$ cat config.mk
export PLATFORM = sky130hd
export DESIGN_NAME = bus_arb_mux_flat
export DESIGN_NICKNAME = d
export VERILOG_FILES = /design/src/rtl/dmac_pkg.sv /design/src/rtl/bus_arb_mux_if.sv /design/src/rtl/mux_onehot_nw.sv /design/src/rtl/bus_arb_mux.sv /design/src/flat_wrapper.sv
export SDC_FILE = /design/constraint.sdc
export NUM_CORES = 1
export LEC_CHECK = 0
export BUFFER_PORTS_ARGS = -buffer_cell sky130_fd_sc_hd__buf_4
export CAP_MARGIN = 20
export CELL_PAD_IN_SITES_DETAIL_PLACEMENT = 1
export CELL_PAD_IN_SITES_GLOBAL_PLACEMENT = 2
export CORE_ASPECT_RATIO = 1.75
export CORE_MARGIN = 4
export CORE_UTILIZATION = 18
export CTS_BUF_LIST = sky130_fd_sc_hd__clkbuf_4 sky130_fd_sc_hd__clkbuf_8
export CTS_CLUSTER_SIZE = 28
export DETAILED_ROUTE_END_ITERATION = 8
export PLACE_DENSITY_LB_ADDON = 0.1
export SLEW_MARGIN = 5
export SYNTH_ARGS = -nofsm -noshare
export SYNTH_HDL_FRONTEND = slang
export SYNTH_HIERARCHICAL = 1
export SYNTH_SLANG_ARGS = --single-unit
$ cat constraint.sdc
create_clock -name clk -period 1.3 [get_ports clk]
set_input_delay 0.13 -clock clk [delete_from_list [all_inputs] [get_ports clk]]
set_output_delay 0.13 -clock clk [all_outputs]
set_load 0.01 [all_outputs]
$ cat src/rtl/dmac_pkg.sv
// Shared DMAC definitions: arbiter state encoding and default bus widths.
package dmac_pkg;

  localparam int DMAC_DW = 32;
  localparam int DMAC_AW = 8;

  typedef enum logic {
    ARB_IDLE = 1'b0,
    ARB_BUSY = 1'b1
  } arb_state_e;

endpackage

$ cat src/rtl/bus_arb_mux_if.sv
// Shared-bus bundle between the DMA channel masters and the bus arbiter/mux.
interface bus_arb_mux_if #(
  parameter int N  = 4,
  parameter int DW = dmac_pkg::DMAC_DW,
  parameter int AW = dmac_pkg::DMAC_AW
);
  // Handshake: master i holds m_req[i] high for as long as it wants the bus;
  // it owns the bus while m_grant[i] is high and releases by dropping m_req[i].
  // s_valid qualifies s_wr/s_addr/s_dout; they are zero whenever s_valid is low.
  logic [N-1:0]    m_req;
  logic [N-1:0]    m_wr;
  logic [N*AW-1:0] m_addr;
  logic [N*DW-1:0] m_dout;
  logic [N-1:0]    m_grant;
  logic            s_valid;
  logic            s_wr;
  logic [AW-1:0]   s_addr;
  logic [DW-1:0]   s_dout;

  modport master (
    output m_req, m_wr, m_addr, m_dout,
    input  m_grant, s_valid, s_wr, s_addr, s_dout
  );

  modport slave (
    input  m_req, m_wr, m_addr, m_dout,
    output m_grant, s_valid, s_wr, s_addr, s_dout
  );
endinterface

$ cat src/rtl/mux_onehot_nw.sv
// N-way AND-OR multiplexer with a one-hot select; all-zero select yields zero.
module mux_onehot_nw #(
  parameter int N = 4,
  parameter int W = 8
) (
  input  logic [N-1:0]   sel,
  input  logic [N*W-1:0] din,
  output logic [W-1:0]   dout
);

  always_comb begin
    dout = '0;
    for (int i = 0; i < N; i++) begin
      dout = dout | (din[i*W +: W] & {W{sel[i]}});
    end
  end

endmodule

$ cat src/rtl/bus_arb_mux.sv
// Round-robin N-master bus arbiter with bus lock and a registered one-hot data mux.
module bus_arb_mux
  import dmac_pkg::*;
#(
  parameter int N  = 4,
  parameter int DW = DMAC_DW,
  parameter int AW = DMAC_AW
) (
  input  logic         clk,
  input  logic         reset,
  bus_arb_mux_if.slave bus,
  output arb_state_e   dbg_state
);

  localparam int IW = (N > 1) ? $clog2(N) : 1;

  arb_state_e    state_q, state_d;
  logic [N-1:0]  grant_q, grant_d;
  logic [IW-1:0] rr_q, rr_d;
  logic [IW-1:0] owner_q, owner_d;
  logic [IW-1:0] win;
  logic          found;

  logic              s_valid_q;
  logic              s_wr_q;
  logic [AW-1:0]     s_addr_q;
  logic [DW-1:0]     s_dout_q;
  logic [N*(AW+1)-1:0] wa_in;
  logic [AW:0]       wa_sel;
  logic [DW-1:0]     d_sel;

  // First requester at or above rr_q, wrapping past N-1 back to 0.
  always_comb begin
    logic [IW-1:0] idx;
    win   = '0;
    found = 1'b0;
    idx   = '0;
    for (int k = 0; k < N; k++) begin
      idx = IW'((int'(rr_q) + k) % N);
      if (!found && bus.m_req[idx]) begin
        found = 1'b1;
        win   = idx;
      end
    end
  end

  always_comb begin
    state_d = state_q;
    grant_d = grant_q;
    rr_d    = rr_q;
    owner_d = owner_q;
    case (state_q)
      ARB_IDLE: begin
        if (found) begin
          grant_d      = '0;
          grant_d[win] = 1'b1;
          owner_d      = win;
          state_d      = ARB_BUSY;
        end
      end
      ARB_BUSY: begin
        // Release always passes through IDLE, so no same-edge handover.
        if (!bus.m_req[owner_q]) begin
          grant_d = '0;
          state_d = ARB_IDLE;
          rr_d    = (int'(owner_q) == N - 1) ? '0 : owner_q + IW'(1);
        end
      end
      default: begin
        grant_d = '0;
        state_d = ARB_IDLE;
      end
    endcase
  end

  always_ff @(posedge clk) begin
    if (reset) begin
      state_q <= ARB_IDLE;
      grant_q <= '0;
      rr_q    <= '0;
      owner_q <= '0;
    end else begin
      state_q <= state_d;
      grant_q <= grant_d;
      rr_q    <= rr_d;
      owner_q <= owner_d;
    end
  end

  for (genvar i = 0; i < N; i++) begin : g_pack
    assign wa_in[i*(AW+1) +: AW+1] = {bus.m_wr[i], bus.m_addr[i*AW +: AW]};
  end

  mux_onehot_nw #(.N(N), .W(AW + 1)) u_mux_wa (
    .sel  (grant_q),
    .din  (wa_in),
    .dout (wa_sel)
  );

  mux_onehot_nw #(.N(N), .W(DW)) u_mux_d (
    .sel  (grant_q),
    .din  (bus.m_dout),
    .dout (d_sel)
  );

  // Data stage follows the grant register by one edge.
  always_ff @(posedge clk) begin
    if (reset) begin
      s_valid_q <= 1'b0;
      s_wr_q    <= 1'b0;
      s_addr_q  <= '0;
      s_dout_q  <= '0;
    end else begin
      s_valid_q          <= |grant_q;
      {s_wr_q, s_addr_q} <= wa_sel;
      s_dout_q           <= d_sel;
    end
  end

  assign bus.m_grant = grant_q;
  assign bus.s_valid = s_valid_q;
  assign bus.s_wr    = s_wr_q;
  assign bus.s_addr  = s_addr_q;
  assign bus.s_dout  = s_dout_q;
  assign dbg_state   = state_q;

endmodule

$ cat src/flat_wrapper.sv
// flat-port wrapper written by rule: the top's interface ports become plain ports
module bus_arb_mux_flat import dmac_pkg::*;
#(
  parameter int N  = 4,
  parameter int DW = DMAC_DW,
  parameter int AW = DMAC_AW
)
  (clk, reset, dbg_state, bus_m_req, bus_m_wr, bus_m_addr, bus_m_dout, bus_m_grant, bus_s_valid, bus_s_wr, bus_s_addr, bus_s_dout);
  bus_arb_mux_if #(.N(N), .DW(DW), .AW(AW)) bus_i ();
  input  logic clk;
  input  logic reset;
  output arb_state_e dbg_state;
  input wire logic [$bits(bus_i.m_req)-1:0] bus_m_req;
  input wire logic [$bits(bus_i.m_wr)-1:0] bus_m_wr;
  input wire logic [$bits(bus_i.m_addr)-1:0] bus_m_addr;
  input wire logic [$bits(bus_i.m_dout)-1:0] bus_m_dout;
  output wire logic [$bits(bus_i.m_grant)-1:0] bus_m_grant;
  output wire logic [$bits(bus_i.s_valid)-1:0] bus_s_valid;
  output wire logic [$bits(bus_i.s_wr)-1:0] bus_s_wr;
  output wire logic [$bits(bus_i.s_addr)-1:0] bus_s_addr;
  output wire logic [$bits(bus_i.s_dout)-1:0] bus_s_dout;
  assign bus_i.m_req = bus_m_req;
  assign bus_i.m_wr = bus_m_wr;
  assign bus_i.m_addr = bus_m_addr;
  assign bus_i.m_dout = bus_m_dout;
  assign bus_m_grant = bus_i.m_grant;
  assign bus_s_valid = bus_i.s_valid;
  assign bus_s_wr = bus_i.s_wr;
  assign bus_s_addr = bus_i.s_addr;
  assign bus_s_dout = bus_i.s_dout;
  bus_arb_mux #(.N(N), .DW(DW), .AW(AW)) u_core (.clk(clk), .reset(reset), .bus(bus_i), .dbg_state(dbg_state));
endmodule
==> results.yml <==
worst_setup_path:
  cp-end-kind: "flip-flop"
  r2r_slack_ns: -0.17
  worstPathRequired_ns: 1.50
  startpoint: "u_core/owner_q[0]"
  worstPathCellList: "mux4_2 > nor2b_4 > nor2_4 > a32o_1"
  r2r_cells: 4
  worstSetupEndpoint: "u_core/bus.m_grant[1]"
  start_kind: "flip-flop"
  criticalPathCategory: "reg -> reg"
  crit_path_max_fanout: 4
  reg2reg_from: "u_core/owner_q[0]"
  worst_path_largest_cell_delay_ns: 0.54
  arrival_ns: 1.68
  rr_endpoint: "u_core/bus.m_grant[1]"
  critPathSlowestCell: "mux4_2"
sta:
  tightest_slew_ns: 0.341
  setup_viol: 7
  skew_ns: 0.00383
  relSlewSlack_pct: 77.0
  drv_slew: 0
  rsz0062_at_grt: "yes"
  fin_ws_ns: -0.175
  hold_violations: 0
  finalCritPeriodShare_pct: 113
  clock.fmax_mhz: 678
  finalCriticalPeriod_ns: 1.47
  final.hold.worst_slack_ns: 0.139
global_routing:
  grt_pass1_vias: 3280
  antenna_found_initial: 0
  grt_usage_pct: 14.6
  grt_max_degree: 28
  grt_pass1_wl_mm: 18.0
  gr-total-overflow: 0
clock_tree:
  cts_inserted_buffers: 5
  cts_tree: "yes"
  clk_latency_ns: 0.31
  clock_tree.htree_level_count: 2
  path_clk_slew_ns: 0.10
  clockBufferDepth: 2
  cts_hold_buf: 0
  cts.sinks: 51
  root_buffer: "clkbuf_8"
finish:
  drive_above_1_share_pct: 52.1
  nNetsFinal: 675
  antenna_cells: 0
  fin_area_um2: 4560
  syn_to_final_growth_pct: 80.6
  layout_common_cells: "buf_4, a22oi_1, nor2b_1"
  final_common_cell: "buf_4"
  fillers: 1694
place:
  gp_routability_congestion: 0.744
  place_hpwl_mm: 9.54
  dpl_cell_area_um2: 4420
  port_buffers: 216
  post-place-ws_ns: -0.168
yosys:
  avgSynthCellArea_um2: 8.99
  synth_edf_count: 0
  syn_area_um2: 2530
  synth_cell_types: 28
  ys_seq_elements: 51
  synth_cells: 281
  synth_warnings: 6
  ys_dominant_reg_cell: "dfxtp_1"
  synthArstFlopShare_pct: 0
  synth.net_count: 452
  ys_seq_area_share_pct: 40.4
floorplan:
  die-area_um2: 16100
  pin_count: 217
  die_w_um: 97.6
  floorplan.rows: 57
  die_h_um: 165
  start_util_pct: 18.3
  core_um2: 13800
hold_path:
  hp-class: "in -> reg"
drt:
  drt_iter0_markers: 74
  drtAntennaViolNets: 0
  drtPass1Iterations: 4
  wirelength_mm: 12.4
  route.detailed.drc: 0
  drt-vias-per-instance: 4.47
  wl_per_cell_um: 18.2
  vias: 3048
run_status:
  violations: "negative setup slack"
  outcome: "complete, but fails checks"
pwr:
  power_w: 0.00407
  p_leak_nw: 2.20
  ir_worst_vdd_mv: 0.392
  p_per_area_nw_per_um2: 891
run:
  drv_cap: 0
power breakdown:
part	switching, W	internal (W)
sequential	0.0000492	0.00168
clock	0.000537	0.000508
combinational	0.000535	0.000754
total	0.00112	0.00295
cells by family (layout without fill, tap and decap cells):
family,Yosys count,count (layout),share of synthesized area (%)
buf+inv,23,247,7.03
compound gates,95,95,28.3
flops,51,51,40.4
mux,4,4,2.08
simple gates,107,107,21.7
fa+ha+maj,1,1,0.495
critical path, delay by kind of cell (launching register included):
family	cells	cell delay, ns
muxes	1	0.54
and+or+nand+nor	2	0.28
DFF	1	0.35
AOI/OAI and AO/OA	1	0.21
Yosys cell counts, types with 2 or more instances:
master    number  area, µm²
a32o_1         4       40.0
buf_4          3       22.5
nand2_1       43        161
nor4_1         2       12.5
nor2b_1       46        288
mux2i_1        3       30.0
buf_6         10        113
a22oi_1       82        616
nor3_1         2       10.0
clkbuf_1       5       18.8
nor2_1         8       30.0
dfxtp_1       51       1020
a21oi_1        4       20.0
buf_2          4       20.0
state kept, by name (all words and copies together) (netlist names):
register	flops
u_core/bus.m_grant	4
u_core/bus.s_addr	8
u_core/bus.s_dout	32
u_core/bus.s_valid	1
u_core/bus.s_wr	1
u_core/dbg_state	1
u_core/owner_q	2
u_core/rr_q	2
routing by layer:
layer  track usage [%]  part of all wire [%]
met5                 0                     0
met4              5.67                   3.0
met1              14.3                    33
met2              28.9                    59
met3              3.51                   5.4
how the worst min path moves through the flow:
stage | startpoint | cells after the start | slack (ns) | endpoint
6_report | bus_m_dout[43] | 4 | 0.14 | u_core/bus.s_dout[11]
5_1_grt | bus_m_dout[53] | 4 | 0.13 | u_core/bus.s_dout[21]
4_1_cts | bus_m_wr[1] | 4 | 0.12 | u_core/bus.s_wr
3_5_place_dp | bus_m_dout[54] | 4 | 0.46 | u_core/bus.s_dout[22]
3_3_place_gp | bus_m_wr[1] | 4 | 0.45 | u_core/bus.s_wr
2_1_floorplan | bus_m_addr[8] | 3 | 0.35 | u_core/bus.s_addr[0]
timing repair:
| action | CTS | global route |
|---|---|---|
| pin swaps | 0 | 5 |
| resized for setup | 1 | 8 |
| setup endpoints to repair | 9 | 9 |
| buffers inserted | 0 | 1 |
per-stage QoR:
| stage | instances | util [%] | setup TNS [ns] |
|---|---|---|---|
| final | 682 | 33.0 | -1.10 |
| after floorplan | 281 | - | -0.612 |
| after CTS | 681 | 32.7 | -1.05 |
| after global placement | 673 | 31.9 | -0.875 |
| after global routing | 682 | 33.0 | -1.40 |
| after detailed placement | 673 | 31.9 | -1.02 |
layout make-up:
cell class              count  area [µm²]  area share (%)
clock buffers               8         104            2.28
inverters                   1        3.75          0.0822
multi-input cells         207        1360            29.9
flip-flops and latches     51        1030            22.6
well taps                 177         221            4.85
repair buffers            238        1840            40.3
Note: power is estimated with default switching activity, not from simulation.
